**config.mk**
```make
export PLATFORM = sky130hd
export DESIGN_NAME = vga_snake_render_flat
export DESIGN_NICKNAME = d
export VERILOG_FILES = /design/src/rtl/vga_snake_if.sv /design/src/rtl/vga_snake_render.sv /design/src/flat_wrapper.sv
export SDC_FILE = /design/constraint.sdc
export NUM_CORES = 1
export LEC_CHECK = 0
export ABC_AREA = 1
export ABC_CLOCK_PERIOD_IN_PS = 2100
export CAP_MARGIN = 10
export CORE_UTILIZATION = 35
export DETAILED_ROUTE_END_ITERATION = 16
export HOLD_SLACK_MARGIN = 0.1
export PLACE_DENSITY_LB_ADDON = 0.25
export SYNTH_ARGS = -nofsm -noshare
export SYNTH_HDL_FRONTEND = slang
export SYNTH_SLANG_ARGS = --single-unit
```
**constraint.sdc**
```tcl
create_clock -name i_clk_25mhz -period 2.1 [get_ports i_clk_25mhz]
set_input_delay 0.42 -clock i_clk_25mhz [delete_from_list [all_inputs] [get_ports i_clk_25mhz]]
set_output_delay 0.42 -clock i_clk_25mhz [all_outputs]
set_load 0.02 [all_outputs]
```
**src/rtl/vga_snake_if.sv**
```systemverilog
// Scan-count / board-RAM / pixel bundle between the VGA counter,
// board RAM and the snake renderer.
interface vga_snake_if;
  logic [9:0] h_count;
  logic [9:0] v_count;
  logic [1:0] cell_state;
  logic       game_over;
  logic [5:0] cell_x;
  logic [4:0] cell_y;
  logic       hsync;
  logic       vsync;
  logic       video_on;
  logic [2:0] red;
  logic [2:0] green;
  logic [1:0] blue;
  logic       frame_tick;

  modport master (
    output h_count, v_count, cell_state, game_over,
    input  cell_x, cell_y, hsync, vsync, video_on,
    input  red, green, blue, frame_tick
  );

  modport slave (
    input  h_count, v_count, cell_state, game_over,
    output cell_x, cell_y, hsync, vsync, video_on,
    output red, green, blue, frame_tick
  );
endinterface

```
**src/rtl/vga_snake_render.sv**
```systemverilog
// 640x480 snake renderer: sync/blank decode, cell addressing,
// board RAM lookup and RGB332 output on an aligned 3-cycle pipe.
module vga_snake_render #(
  parameter int CELL_LOG2  = 4,
  parameter int H_VISIBLE  = 640,
  parameter int H_FP       = 16,
  parameter int H_SYNC     = 96,
  parameter int H_BP       = 48,
  parameter int V_VISIBLE  = 480,
  parameter int V_FP       = 10,
  parameter int V_SYNC     = 2,
  parameter int V_BP       = 33,
  parameter int GRID_EN    = 0,
  parameter int FLASH_LOG2 = 4
) (
  input logic        i_clk_25mhz,
  input logic        i_rst,
  vga_snake_if.slave bus
);

  localparam int H_TOTAL = H_VISIBLE + H_FP + H_SYNC + H_BP;
  localparam int V_TOTAL = V_VISIBLE + V_FP + V_SYNC + V_BP;
  localparam int HS_END  = H_VISIBLE + H_FP + H_SYNC;
  localparam int VS_END  = V_VISIBLE + V_FP + V_SYNC;

  localparam logic [9:0] HV    = 10'(H_VISIBLE);
  localparam logic [9:0] VV    = 10'(V_VISIBLE);
  localparam logic [9:0] HS_LO = 10'(H_VISIBLE + H_FP);
  localparam logic [9:0] VS_LO = 10'(V_VISIBLE + V_FP);
  // sync window clipped to the line/frame length
  localparam logic [9:0] HS_HI =
    10'(((HS_END < H_TOTAL) ? HS_END : H_TOTAL) - 1);
  localparam logic [9:0] VS_HI =
    10'(((VS_END < V_TOTAL) ? VS_END : V_TOTAL) - 1);

  localparam logic [5:0] COL_LAST =
    6'((H_VISIBLE >> CELL_LOG2) - 1);
  localparam logic [4:0] ROW_LAST =
    5'((V_VISIBLE >> CELL_LOG2) - 1);
  localparam logic [9:0] PIX_MASK =
    10'((1 << CELL_LOG2) - 1);

  logic       w_vis;
  logic       w_hs;
  logic       w_vs;
  logic       w_ft;
  logic       w_wall;
  logic       w_grid;
  logic [5:0] w_cx;
  logic [4:0] w_cy;

  assign w_vis = (bus.h_count < HV) && (bus.v_count < VV);
  assign w_hs  = !((bus.h_count >= HS_LO) &&
                   (bus.h_count <= HS_HI));
  assign w_vs  = !((bus.v_count >= VS_LO) &&
                   (bus.v_count <= VS_HI));
  assign w_ft  = (bus.h_count == '0) && (bus.v_count == '0);

  assign w_cx = w_vis ? 6'(bus.h_count >> CELL_LOG2) : '0;
  assign w_cy = w_vis ? 5'(bus.v_count >> CELL_LOG2) : '0;

  assign w_wall = (w_cx == '0) || (w_cx == COL_LAST) ||
                  (w_cy == '0) || (w_cy == ROW_LAST);
  assign w_grid = (GRID_EN != 0) &&
                  (((bus.h_count & PIX_MASK) == '0) ||
                   ((bus.v_count & PIX_MASK) == '0));

  logic       r_s1_vis;
  logic       r_s1_hs;
  logic       r_s1_vs;
  logic       r_s1_ft;
  logic       r_s1_wall;
  logic       r_s1_grid;
  logic       r_s1_go;
  logic [5:0] r_cell_x;
  logic [4:0] r_cell_y;

  always_ff @(posedge i_clk_25mhz or posedge i_rst) begin
    if (i_rst) begin
      r_s1_vis  <= 1'b0;
      r_s1_hs   <= 1'b1;
      r_s1_vs   <= 1'b1;
      r_s1_ft   <= 1'b0;
      r_s1_wall <= 1'b0;
      r_s1_grid <= 1'b0;
      r_s1_go   <= 1'b0;
      r_cell_x  <= '0;
      r_cell_y  <= '0;
    end else begin
      r_s1_vis  <= w_vis;
      r_s1_hs   <= w_hs;
      r_s1_vs   <= w_vs;
      r_s1_ft   <= w_ft;
      r_s1_wall <= w_wall;
      r_s1_grid <= w_grid;
      r_s1_go   <= bus.game_over;
      r_cell_x  <= w_cx;
      r_cell_y  <= w_cy;
    end
  end

  logic r_s2_vis;
  logic r_s2_hs;
  logic r_s2_vs;
  logic r_s2_ft;
  logic r_s2_wall;
  logic r_s2_grid;
  logic r_s2_go;

  // flags wait here while the board RAM answers for r_cell_x/y
  always_ff @(posedge i_clk_25mhz or posedge i_rst) begin
    if (i_rst) begin
      r_s2_vis  <= 1'b0;
      r_s2_hs   <= 1'b1;
      r_s2_vs   <= 1'b1;
      r_s2_ft   <= 1'b0;
      r_s2_wall <= 1'b0;
      r_s2_grid <= 1'b0;
      r_s2_go   <= 1'b0;
    end else begin
      r_s2_vis  <= r_s1_vis;
      r_s2_hs   <= r_s1_hs;
      r_s2_vs   <= r_s1_vs;
      r_s2_ft   <= r_s1_ft;
      r_s2_wall <= r_s1_wall;
      r_s2_grid <= r_s1_grid;
      r_s2_go   <= r_s1_go;
    end
  end

  logic [7:0] r_frame_cnt;
  logic       w_flash_off;
  logic [7:0] w_cell_rgb;
  logic [7:0] w_rgb;

  assign w_flash_off = r_s2_go && r_frame_cnt[FLASH_LOG2];

  always_comb begin
    w_cell_rgb = 8'h00;
    case (bus.cell_state)
      2'b10:   w_cell_rgb = 8'hFC;
      2'b11:   w_cell_rgb = 8'hE0;
      2'b01:   w_cell_rgb = 8'h1C;
      default: w_cell_rgb = 8'h00;
    endcase
  end

  always_comb begin
    w_rgb = 8'h00;
    unique case (1'b1)
      !r_s2_vis:
        w_rgb = 8'h00;
      r_s2_vis && r_s2_wall:
        w_rgb = w_flash_off ? 8'h00 : 8'h92;
      r_s2_vis && !r_s2_wall && r_s2_grid:
        w_rgb = 8'h49;
      r_s2_vis && !r_s2_wall && !r_s2_grid:
        w_rgb = w_cell_rgb;
      default:
        w_rgb = 8'h00;
    endcase
  end

  logic       r_hsync;
  logic       r_vsync;
  logic       r_video_on;
  logic       r_frame_tick;
  logic [7:0] r_rgb;

  always_ff @(posedge i_clk_25mhz or posedge i_rst) begin
    if (i_rst) begin
      r_hsync      <= 1'b1;
      r_vsync      <= 1'b1;
      r_video_on   <= 1'b0;
      r_frame_tick <= 1'b0;
      r_rgb        <= 8'h00;
      r_frame_cnt  <= 8'h00;
    end else begin
      r_hsync      <= r_s2_hs;
      r_vsync      <= r_s2_vs;
      r_video_on   <= r_s2_vis;
      r_frame_tick <= r_s2_ft;
      r_rgb        <= w_rgb;
      if (r_s2_ft)
        r_frame_cnt <= r_frame_cnt + 8'd1;
    end
  end

  assign bus.cell_x     = r_cell_x;
  assign bus.cell_y     = r_cell_y;
  assign bus.hsync      = r_hsync;
  assign bus.vsync      = r_vsync;
  assign bus.video_on   = r_video_on;
  assign bus.frame_tick = r_frame_tick;
  assign bus.red        = r_rgb[7:5];
  assign bus.green      = r_rgb[4:2];
  assign bus.blue       = r_rgb[1:0];

endmodule

```
**src/flat_wrapper.sv**
```systemverilog
// flat-port wrapper written by rule: the top's interface ports become plain ports
module vga_snake_render_flat 
#(
  parameter int CELL_LOG2  = 4,
  parameter int H_VISIBLE  = 640,
  parameter int H_FP       = 16,
  parameter int H_SYNC     = 96,
  parameter int H_BP       = 48,
  parameter int V_VISIBLE  = 480,
  parameter int V_FP       = 10,
  parameter int V_SYNC     = 2,
  parameter int V_BP       = 33,
  parameter int GRID_EN    = 0,
  parameter int FLASH_LOG2 = 4
)
  (i_clk_25mhz, i_rst, bus_h_count, bus_v_count, bus_cell_state, bus_game_over, bus_cell_x, bus_cell_y, bus_hsync, bus_vsync, bus_video_on, bus_red, bus_green, bus_blue, bus_frame_tick);
  vga_snake_if bus_i ();
  input logic i_clk_25mhz;
  input logic i_rst;
  input wire logic [$bits(bus_i.h_count)-1:0] bus_h_count;
  input wire logic [$bits(bus_i.v_count)-1:0] bus_v_count;
  input wire logic [$bits(bus_i.cell_state)-1:0] bus_cell_state;
  input wire logic [$bits(bus_i.game_over)-1:0] bus_game_over;
  output wire logic [$bits(bus_i.cell_x)-1:0] bus_cell_x;
  output wire logic [$bits(bus_i.cell_y)-1:0] bus_cell_y;
  output wire logic [$bits(bus_i.hsync)-1:0] bus_hsync;
  output wire logic [$bits(bus_i.vsync)-1:0] bus_vsync;
  output wire logic [$bits(bus_i.video_on)-1:0] bus_video_on;
  output wire logic [$bits(bus_i.red)-1:0] bus_red;
  output wire logic [$bits(bus_i.green)-1:0] bus_green;
  output wire logic [$bits(bus_i.blue)-1:0] bus_blue;
  output wire logic [$bits(bus_i.frame_tick)-1:0] bus_frame_tick;
  assign bus_i.h_count = bus_h_count;
  assign bus_i.v_count = bus_v_count;
  assign bus_i.cell_state = bus_cell_state;
  assign bus_i.game_over = bus_game_over;
  assign bus_cell_x = bus_i.cell_x;
  assign bus_cell_y = bus_i.cell_y;
  assign bus_hsync = bus_i.hsync;
  assign bus_vsync = bus_i.vsync;
  assign bus_video_on = bus_i.video_on;
  assign bus_red = bus_i.red;
  assign bus_green = bus_i.green;
  assign bus_blue = bus_i.blue;
  assign bus_frame_tick = bus_i.frame_tick;
  vga_snake_render #(.CELL_LOG2(CELL_LOG2), .H_VISIBLE(H_VISIBLE), .H_FP(H_FP), .H_SYNC(H_SYNC), .H_BP(H_BP), .V_VISIBLE(V_VISIBLE), .V_FP(V_FP), .V_SYNC(V_SYNC), .V_BP(V_BP), .GRID_EN(GRID_EN), .FLASH_LOG2(FLASH_LOG2)) u_core (.i_clk_25mhz(i_clk_25mhz), .i_rst(i_rst), .bus(bus_i));
endmodule
```
==> run_results.csv, run 1 <==
group,metric,value,unit
routing,vias,1106,
min_path,min_to,"u_core.r_s2_wall$_DFF_PP0_",
yosys,synth_area_per_cell,11.1,µm²
sta,fin_crit_sh,86.1,%
routing,initialDrtViolationCount,66,
routing,ant_nets,0,
clocking,clk_pin_slew_worst_paths,0.06,ns
layout,diodes,0,
min_path,hp-class,"reg -> reg",
min_path,hold_start,"u_core.r_s1_wall$_DFF_PP0_",
floorplan,die_area,0.00441,mm²
clocking,root_buffer,"clkbuf_8",
worst_setup_path,crit_chain,"clkdlybuf4s50_1",
power_and_ir_drop,comb_power_share,14.4,%
sta,final_hold_viol_count,0,
clocking,clkSinkCount,37,
sta,setup_slack,0.292,ns
yosys,synth_seq_cells,37,
worst_setup_path,r2r-end,"u_core.r_frame_cnt[1]$_DFFE_PP0P_",
power_and_ir_drop,p_seq_share,53.4,%
power_and_ir_drop,clkPwrFrac,32.2,%
grt,antenna_found_initial,0,
routing,wire_per_inst,12.5,µm
worst_setup_path,crit_family,"buffers and inverters",
worst_setup_path,startpoint_type,"flip-flop",
worst_setup_path,r2r-start,"u_core.r_frame_cnt[0]$_DFFE_PP0P_",
yosys,netlist_area,0.00145,mm²
routing,drt-total-wl,2920,µm
yosys,ys_seq_area_share,64.3,%
floorplan,std_cell_rows,23,
worst_setup_path,required,1.68,ns
clocking,cts_tree,"yes",
yosys,ys_top_cells_by_area,"dfrtp_1 53%, dfstp_2 11%, inv_1 5.2%",
sta,fin_tns_setup,0,ns
run_status,outcome,"finished clean",
power_and_ir_drop,p_per_area,695,mW/mm²
grt,track_usage,16.2,%
grt,grt_pass1_wl,5060,µm
clocking,cts_setup_buffers,0,
worst_setup_path,end_kind,"primary output",
yosys,yosysMostFrequentCell,"dfrtp_1",
power_and_ir_drop,power_switching,0.340,mW
sta,fin_crit,1.81,ns
yosys,synth_fp_nets,159,
floorplan,io_pins,48,
layout,nFillCells,348,
clocking,hold_buffers,0,
worst_setup_path,critPathKind,"reg -> out",
clocking,htree_levels,2,
floorplan,fp.coreArea,0.00400,mm²
worst_setup_path,cpMaxStageDelayCell,"clkdlybuf4s50_1",
floorplan,die_h,66.4,µm
layout,final-seq-area,933,µm²
placed_design,place_ws,0.347,ns
worst_setup_path,reg2reg_slack,1.03,ns
yosys,synth_ff_type,"dfrtp_1",
yosys,ys_warn_count,0,
grt,grt_max_degree,38,
power_and_ir_drop,p_leak,0.975,nW
yosys,synth_top_cell_area_share,53.4,%
clocking,clkLatencyLatePin,0.28,ns
routing,drt_first_pass_iters,5,
yosys,synth_async_sr_flop_share,100,%
run,maxCapViolations,0,
sta,skew,0.00207,ns
placed_design,place_congestion,0.945,
worst_setup_path,path_buf_inv,1,
floorplan,initial_core_util,36.3,%
sta,rsz0062_at_grt,"false",
yosys,synth_top_area_cell,"dfrtp_1",
clocking,post_cts_resized,0,
yosys,synthDistinctLibCells,24,
layout,synthToLayoutAreaGrowth,40.5,%
yosys,synth-edff-count,0,
placed_design,io_buffers,46,
power_and_ir_drop,p_sw_share,24.0,%
power_and_ir_drop,internal-power,1.08,mW
floorplan,die_width,66.4,µm
layout,multi_input_area,418,µm²
yosys,netlist_instances,131,
worst_setup_path,slowest_delay,0.59,ns
power_and_ir_drop,ir_drop,0.377,mV
worst_setup_path,reg2regPathDepth,2,
clocking,numCtsBuffers,5,
routing,drc,0,
layout,nNetsFinal,210,
routing,vias_per_cell,4.75,
sta,max_freq,553,MHz
layout,drive_gt1_share,12.6,%
placed_design,hpwl,2190,µm
sta,finalSetupViolations,0,
yosys,synthTopCellsByCount,"31 x dfrtp_1, 20 x inv_1, 19 x nor2_1",
worst_setup_path,arrival,1.39,ns
grt,grt_pass1_vias,1146,
clocking,clockBufferDepth,2,
min_path,whs_path_depth,0,
grt,grt_remaining_overflow,0,
sta,drv_slew,0,
worst_setup_path,crit_fanout,1,
[metal layers]
metal,global-route usage [%],routed length (µm)
met4,8.24,58
met1,17.7,1110
met3,6.21,246
met5,0,0
met2,27.0,1510
[logic make-up after synthesis]
family                     share of synthesized area (%)
adders and majority gates                           2.58
buffers and inverters                               6.98
DFF                                                 64.3
xor gates and xnor gates                            2.41
other                                              0.258
muxes                                              0.775
and+or+nand+nor                                     20.2
AOI/OAI and AO/OA                                   2.58
[sequential cells by signal, indices dropped and copies added, names as in the netlist, 5 cells and up]
name / count
u_core.r_frame_cnt: 5
u_core.bus.cell_y: 5
u_core.r_rgb: 5
u_core.bus.cell_x: 6
[through the flow]
stage | hold WS [ns] | total power [mW] | std cells | util [%] | instance area, µm²
5_1_grt | 0.355 | 1.50 | 233 | 51.0 | 2040
3_3_place_gp | 0.333 | 0.969 | 225 | 49.0 | 1960
2_1_floorplan | 0.331 | 0.861 | 131 | - | 1450
3_5_place_dp | 0.338 | 0.975 | 225 | 49.0 | 1960
4_1_cts | 0.353 | 1.44 | 233 | 51.0 | 2040
6_report | 0.352 | 1.42 | 233 | 51.0 | 2040
[worst max-delay path by stage]
stage                                           to                  startpoint  slack (ns)  cells after the start
global route                             bus_vsync  u_core.bus.vsync$_DFF_PP1_        0.24                      1
finish                                   bus_hsync  u_core.bus.hsync$_DFF_PP1_        0.29                      1
CTS                                      bus_hsync  u_core.bus.hsync$_DFF_PP1_        0.27                      1
floorplan           u_core.bus.cell_x[0]$_DFF_PP0_                       i_rst        0.86                      1
global placement        u_core.r_s1_wall$_DFF_PP0_              bus_h_count[9]        0.39                      8
detailed placement      u_core.r_s1_wall$_DFF_PP0_              bus_h_count[9]        0.35                      7
[layout make-up]
cell class	count	share of cell area (%)
Tap cell	50	3.07
Multi-Input combinational cell	70	20.5
Sequential cell	37	45.7
Clock buffer	8	3.92
Inverter	21	3.86
Timing Repair Buffer	47	22.9
[power by group through the flow]
stage	logic (mW)	registers (mW)	clock network, mW
3_5_place_dp	0.204	0.771	0
3_3_place_gp	0.200	0.769	0
4_1_cts	0.205	0.758	0.476
2_1_floorplan	0.0669	0.794	0
5_1_grt	0.222	0.760	0.516
6_report	0.204	0.757	0.457
[cells in the final DEF (no fill, tap or decap)]
master,instances
a21oi_1,1
buf_4,1
clkbuf_1,3
clkbuf_8,5
clkdlybuf4s50_1,46
conb_1,1
dfrtp_1,31
dfstp_2,6
ha_1,3
inv_1,20
inv_2,1
mux2_2,1
nand2_1,9
nand2_2,2
nand2_4,1
nand3_1,6
nand3_2,3
nand3b_1,1
nand4_1,7
nor2_1,19
nor2_4,3
nor4_1,3
o211ai_1,1
o21ai_0,4
o21ai_1,1
xnor2_1,2
xor2_1,2
No activity file was read; power rests on OpenSTA's default activity.
==> run 2: changes to the inputs <==
--- a/config.mk
+++ b/config.mk
@@ -6,11 +6,10 @@
 export NUM_CORES = 1
 export LEC_CHECK = 0
 export ABC_AREA = 1
-export ABC_CLOCK_PERIOD_IN_PS = 2100
+export ABC_CLOCK_PERIOD_IN_PS = 1850
 export CAP_MARGIN = 10
 export CORE_UTILIZATION = 35
 export DETAILED_ROUTE_END_ITERATION = 16
-export HOLD_SLACK_MARGIN = 0.1
 export PLACE_DENSITY_LB_ADDON = 0.25
 export SYNTH_ARGS = -nofsm -noshare
 export SYNTH_HDL_FRONTEND = slang
==> constraint.sdc (replaced) <==
create_clock -name i_clk_25mhz -period 1.85 [get_ports i_clk_25mhz]
set_input_delay 0.37 -clock i_clk_25mhz [delete_from_list [all_inputs] [get_ports i_clk_25mhz]]
set_output_delay 0.37 -clock i_clk_25mhz [all_outputs]
set_load 0.02 [all_outputs]
==> run 2 against run 1 <==
Net effect:
- register-to-register slack lost 0.30 ns
- clock-buffer cell count is 3 lower
- global-route usage decreased by 0.64 points
- critical path type unchanged
- sequential cell count is the same
==> run_results.csv, run 2 (synthesis results as in run 1) <==
group,metric,value,unit
clocking,clkSinkCount,37,
clocking,cts_tree,"yes",
worst_setup_path,critPathKind,"reg -> out",
grt,grt_busiest_layer,"met2",
routing,initialDrtViolationCount,47,
worst_setup_path,crit_family,"buffers and inverters",
sta,fin_crit,1.76,ns
min_path,hp-class,"reg -> reg",
clocking,hold_buffers,0,
sta,fin_tns_setup,0,ns
clocking,cts_setup_buffers,0,
grt,groute.layer.met3.usage,6.03,%
worst_setup_path,startpoint_type,"flip-flop",
worst_setup_path,crit_chain,"clkdlybuf4s50_1",
floorplan,initial_core_util,36.3,%
floorplan,die_width,66.4,µm
grt,grt_remaining_overflow,0,
placed_design,dp_cells,228,
grt,grtUsageMet2,26.0,%
floorplan,io_pins,48,
sta,drv_slew,0,
layout,diodes,0,
routing,vias_per_cell,4.59,
grt,grt_pass1_vias,1138,
grt,track_usage,15.5,%
placed_design,hpwl,2200,µm
layout,drive_gt1_share,15.6,%
power_and_ir_drop,ir_drop,0.291,mV
grt,antenna_found_initial,0,
power_and_ir_drop,p_per_area,784,mW/mm²
placed_design,io_buffers,46,
floorplan,die_area,0.00441,mm²
worst_setup_path,arrival,1.39,ns
sta,final_hold_viol_count,0,
layout,final_common_cell,"clkdlybuf4s50_1",
worst_setup_path,end_kind,"primary output",
routing,drt-total-wl,2830,µm
power_and_ir_drop,power.total,1.62,mW
grt,grt_max_degree,15,
floorplan,std_cell_rows,23,
power_and_ir_drop,p_leak,0.994,nW
worst_setup_path,reg2reg_slack,0.73,ns
clocking,htree_levels,2,
routing,drc,0,
clocking,numCtsBuffers,5,
routing,drt_first_pass_iters,4,
sta,max_freq,567,MHz
routing,vias,1084,
worst_setup_path,slowest_delay,0.59,ns
worst_setup_path,cpMaxStageDelayCell,"clkdlybuf4s50_1",
routing,wire_per_inst,12.0,µm
run_status,outcome,"finished clean",
sta,rsz0062_at_grt,"false",
clocking,clkLatencyLatePin,0.28,ns
layout,synthToLayoutAreaGrowth,42.5,%
clocking,clk_pin_slew_worst_paths,0.07,ns
sta,skew,0.00556,ns
clocking,root_buffer,"clkbuf_8",
layout,nFillCells,356,
worst_setup_path,path_buf_inv,1,
worst_setup_path,required,1.48,ns
clocking,clockBufferDepth,2,
placed_design,place_congestion,0.982,
routing,ant_nets,0,
layout,largest_reg_flops,6,
clocking,post_cts_resized,0,
sta,fin_crit_sh,95.4,%
layout,finish.utilization,51.7,%
worst_setup_path,crit_fanout,1,
min_path,whs_path_depth,0,
floorplan,fp.coreArea,0.00400,mm²
sta,finalSetupViolations,0,
worst_setup_path,reg2regPathDepth,2,
layout,nNetsFinal,213,
floorplan,die_h,66.4,µm
layout,final_cell_mix,"46 x clkdlybuf4s50_1, 31 x dfrtp_1, 20 x inv_1",
grt,met1_usage,16.8,%
run,maxCapViolations,0,
grt,grt_pass1_wl,4920,µm
worst_setup_path,cp.depth,1,
layout,instances_no_fill,236,
-- run 2: cell types whose count changed in the layout (fill, tap and decap cells not counted) --
cell,change
clkinv_2,+2
buf_4,+3
clkbuf_1,-3
clkinvlp_4,+1
-- run 2: per-layer routing --
layer	share of wire, %	wire length (µm)
met2	51	1430
met3	6.5	184
met5	0	0
met4	3.0	85
met1	40	1130
-- run 2: report_power, final --
part | total, mW | internal [mW] | switching [mW] | leakage, nW
Clock | 0.530 | 0.259 | 0.271 | 0.0439
Sequential | 0.858 | 0.848 | 0.0106 | 0.471
Combinational | 0.235 | 0.112 | 0.122 | 0.479
-- run 2: final cells by class --
type / instances / area, µm² / share of cell area, %
Tap cell: 50 / 62.6 / 3.02
Clock inverter: 3 / 17.5 / 0.846
Clock buffer: 5 / 68.8 / 3.33
Multi-Input combinational cell: 70 / 418 / 20.2
Timing Repair Buffer: 50 / 490 / 23.7
Sequential cell: 37 / 933 / 45.1
Inverter: 21 / 78.8 / 3.81
-- run 2: final timing paths --
path	from	to
hold reg to reg	u_core.r_s1_vs$_DFF_PP1_	u_core.r_s2_vs$_DFF_PP1_
min in group asynchronous	i_rst	u_core.r_s1_vis$_DFF_PP0_
setup / recovery	u_core.bus.hsync$_DFF_PP1_	bus_hsync
setup reg to reg	u_core.r_frame_cnt[0]$_DFFE_PP0P_	u_core.r_frame_cnt[1]$_DFFE_PP0P_
max in group asynchronous	i_rst	u_core.r_rgb[4]$_DFF_PP0_
hold / removal	u_core.r_s1_vs$_DFF_PP1_	u_core.r_s2_vs$_DFF_PP1_
-- run 2: metrics by stage --
step	worst slack [ns]	instance area (µm²)	hold slack, ns
final	0.0860	2070	0.357
after global routing	0.0388	2070	0.363
after CTS	0.0766	2070	0.358
after detailed placement	0.130	1980	0.336
after global placement	0.182	1980	0.336
after floorplan	0.657	1450	0.331
==> run 3: changes to the inputs <==
--- a/config.mk
+++ b/config.mk
@@ -10,6 +10,7 @@
 export CAP_MARGIN = 10
 export CORE_UTILIZATION = 35
 export DETAILED_ROUTE_END_ITERATION = 16
+export DONT_BUFFER_PORTS = 1
 export PLACE_DENSITY_LB_ADDON = 0.25
 export SYNTH_ARGS = -nofsm -noshare
 export SYNTH_HDL_FRONTEND = slang
==> run 3 against run 2 <==
Net effect:
- critical path depth shrank 1
- sequential share of layout area grew 14 points
- first-iteration DRC count shrank 8.5%
- sequential cell count is the same
- clock skew shrank 0.00067 ns
- total power shrank 7.5%
- design area shrank 24%
- hold slack lost 0.29 ns
- wire length shrank 14%
- register-to-register slack gained 0.06 ns
- sequential power grew 4.0%
- largest cell class unchanged
- largest power group unchanged
==> run_results.csv, run 3 (synthesis results as in run 1) <==
group,metric,value,unit
run_status,outcome,"finished clean",
power_and_ir_drop,ir_drop,0.351,mV
clocking,clockBufferDepth,2,
clocking,htree_levels,2,
run,maxCapViolations,0,
sta,drv_slew,0,
worst_setup_path,end_kind,"primary output",
sta,final_hold_viol_count,0,
floorplan,initial_core_util,36.3,%
sta,skew,0.00489,ns
clocking,clk_pin_slew_worst_paths,0.07,ns
grt,grt_busiest_layer,"met2",
clocking,cts_setup_buffers,0,
layout,drive_gt1_share,17.5,%
floorplan,fp.coreArea,0.00400,mm²
power_and_ir_drop,p_per_area,949,mW/mm²
grt,met1_usage,15.2,%
clocking,numCtsBuffers,5,
layout,multi_input_area,418,µm²
clocking,clkSinkCount,37,
layout,finish.utilization,39.5,%
layout,nNetsFinal,164,
worst_setup_path,critPathKind,"reg -> out",
sta,max_freq,810,MHz
routing,vias,890,
worst_setup_path,reg2regPathDepth,2,
routing,drt_first_pass_iters,4,
floorplan,std_cell_rows,23,
worst_setup_path,reg2reg_slack,0.79,ns
floorplan,io_pins,48,
min_path,hp-class,"in -> async",
floorplan,die_h,66.4,µm
grt,grt_pass1_wl,4250,µm
grt,groute.layer.met3.usage,5.69,%
worst_setup_path,startpoint_type,"flip-flop",
grt,antenna_found_initial,0,
grt,grtUsageMet2,21.4,%
layout,largest_reg_flops,6,
routing,ant_nets,0,
grt,grt_remaining_overflow,0,
worst_setup_path,r2r-start,"u_core.r_frame_cnt[0]$_DFFE_PP0P_",
power_and_ir_drop,p_leak,0.805,nW
worst_setup_path,required,1.48,ns
worst_setup_path,arrival,0.86,ns
routing,initialDrtViolationCount,43,
grt,grt_pass1_vias,981,
placed_design,io_buffers,0,
sta,fin_crit_sh,66.7,%
layout,final-seq-area,933,µm²
placed_design,hpwl,1840,µm
sta,fin_crit,1.23,ns
sta,rsz0062_at_grt,"false",
clocking,hold_buffers,0,
clocking,clkLatencyLatePin,0.28,ns
layout,synthToLayoutAreaGrowth,8.87,%
floorplan,die_area,0.00441,mm²
routing,drc,0,
grt,track_usage,13.3,%
layout,final_cell_mix,"31 x dfrtp_1, 20 x inv_1, 19 x nor2_1",
sta,finalSetupViolations,0,
clocking,cts_tree,"yes",
clocking,post_cts_resized,0,
routing,drt-total-wl,2450,µm
layout,final_common_cell,"dfrtp_1",
grt,grt_max_degree,38,
placed_design,place_congestion,0.836,
layout,diodes,0,
routing,wire_per_inst,13.1,µm
worst_setup_path,r2r-end,"u_core.r_frame_cnt[1]$_DFFE_PP0P_",
clocking,root_buffer,"clkbuf_8",
layout,nFillCells,402,
sta,fin_tns_setup,0,ns
floorplan,die_width,66.4,µm
worst_setup_path,crit_fanout,1,
worst_setup_path,cp.depth,0,
routing,vias_per_cell,4.76,
-- run 3: cell types whose count changed in the layout (fill, tap and decap cells not counted) --
| cell | change |
|---|---|
| clkdlybuf4s50_1 | -46 |
| buf_4 | -3 |
| clkbuf_1 | +2 |
| clkinv_2 | -1 |
| clkinvlp_4 | -1 |
-- run 3: area by class of cell --
cell class	count	area share, %
Tap cell	50	3.96
Sequential cell	37	59.0
Multi-Input combinational cell	70	26.4
Timing Repair Buffer	1	0.475
Inverter	21	4.98
Clock buffer	7	4.83
Clock inverter	1	0.316
-- run 3: per-layer routing --
layer	vias up	wire, µm
met5	-	0
met4	0	48
met3	7	222
met2	38	1160
met1	422	1010
li1	423	-
-- run 3: where the power goes --
group	internal [mW]	total, mW	switching (mW)
combinational	0.0269	0.0861	0.0592
clock	0.264	0.522	0.258
sequential	0.848	0.892	0.0441
-- run 3: how the worst max path moves through the flow --
stage	start	to	slack, ns
floorplan	i_rst	u_core.bus.cell_x[0]$_DFF_PP0_	0.66
global placement	bus_h_count[9]	u_core.r_s1_wall$_DFF_PP0_	0.75
detailed placement	bus_h_count[9]	u_core.r_s1_wall$_DFF_PP0_	0.74
CTS	u_core.bus.vsync$_DFF_PP1_	bus_vsync	0.61
global route	u_core.bus.vsync$_DFF_PP1_	bus_vsync	0.59
finish	u_core.bus.vsync$_DFF_PP1_	bus_vsync	0.62
-- run 3: stage by stage --
stage	setup slack (ns)	instance area (µm²)	instances	power, mW	hold WS [ns]
after floorplan	0.657	1450	131	0.977	0.331
after global placement	0.752	1500	179	0.994	0.334
after detailed placement	0.742	1500	179	0.996	0.337
after CTS	0.607	1580	187	1.52	0.0842
after global routing	0.594	1580	187	1.58	0.0958
final	0.615	1580	187	1.50	0.0709
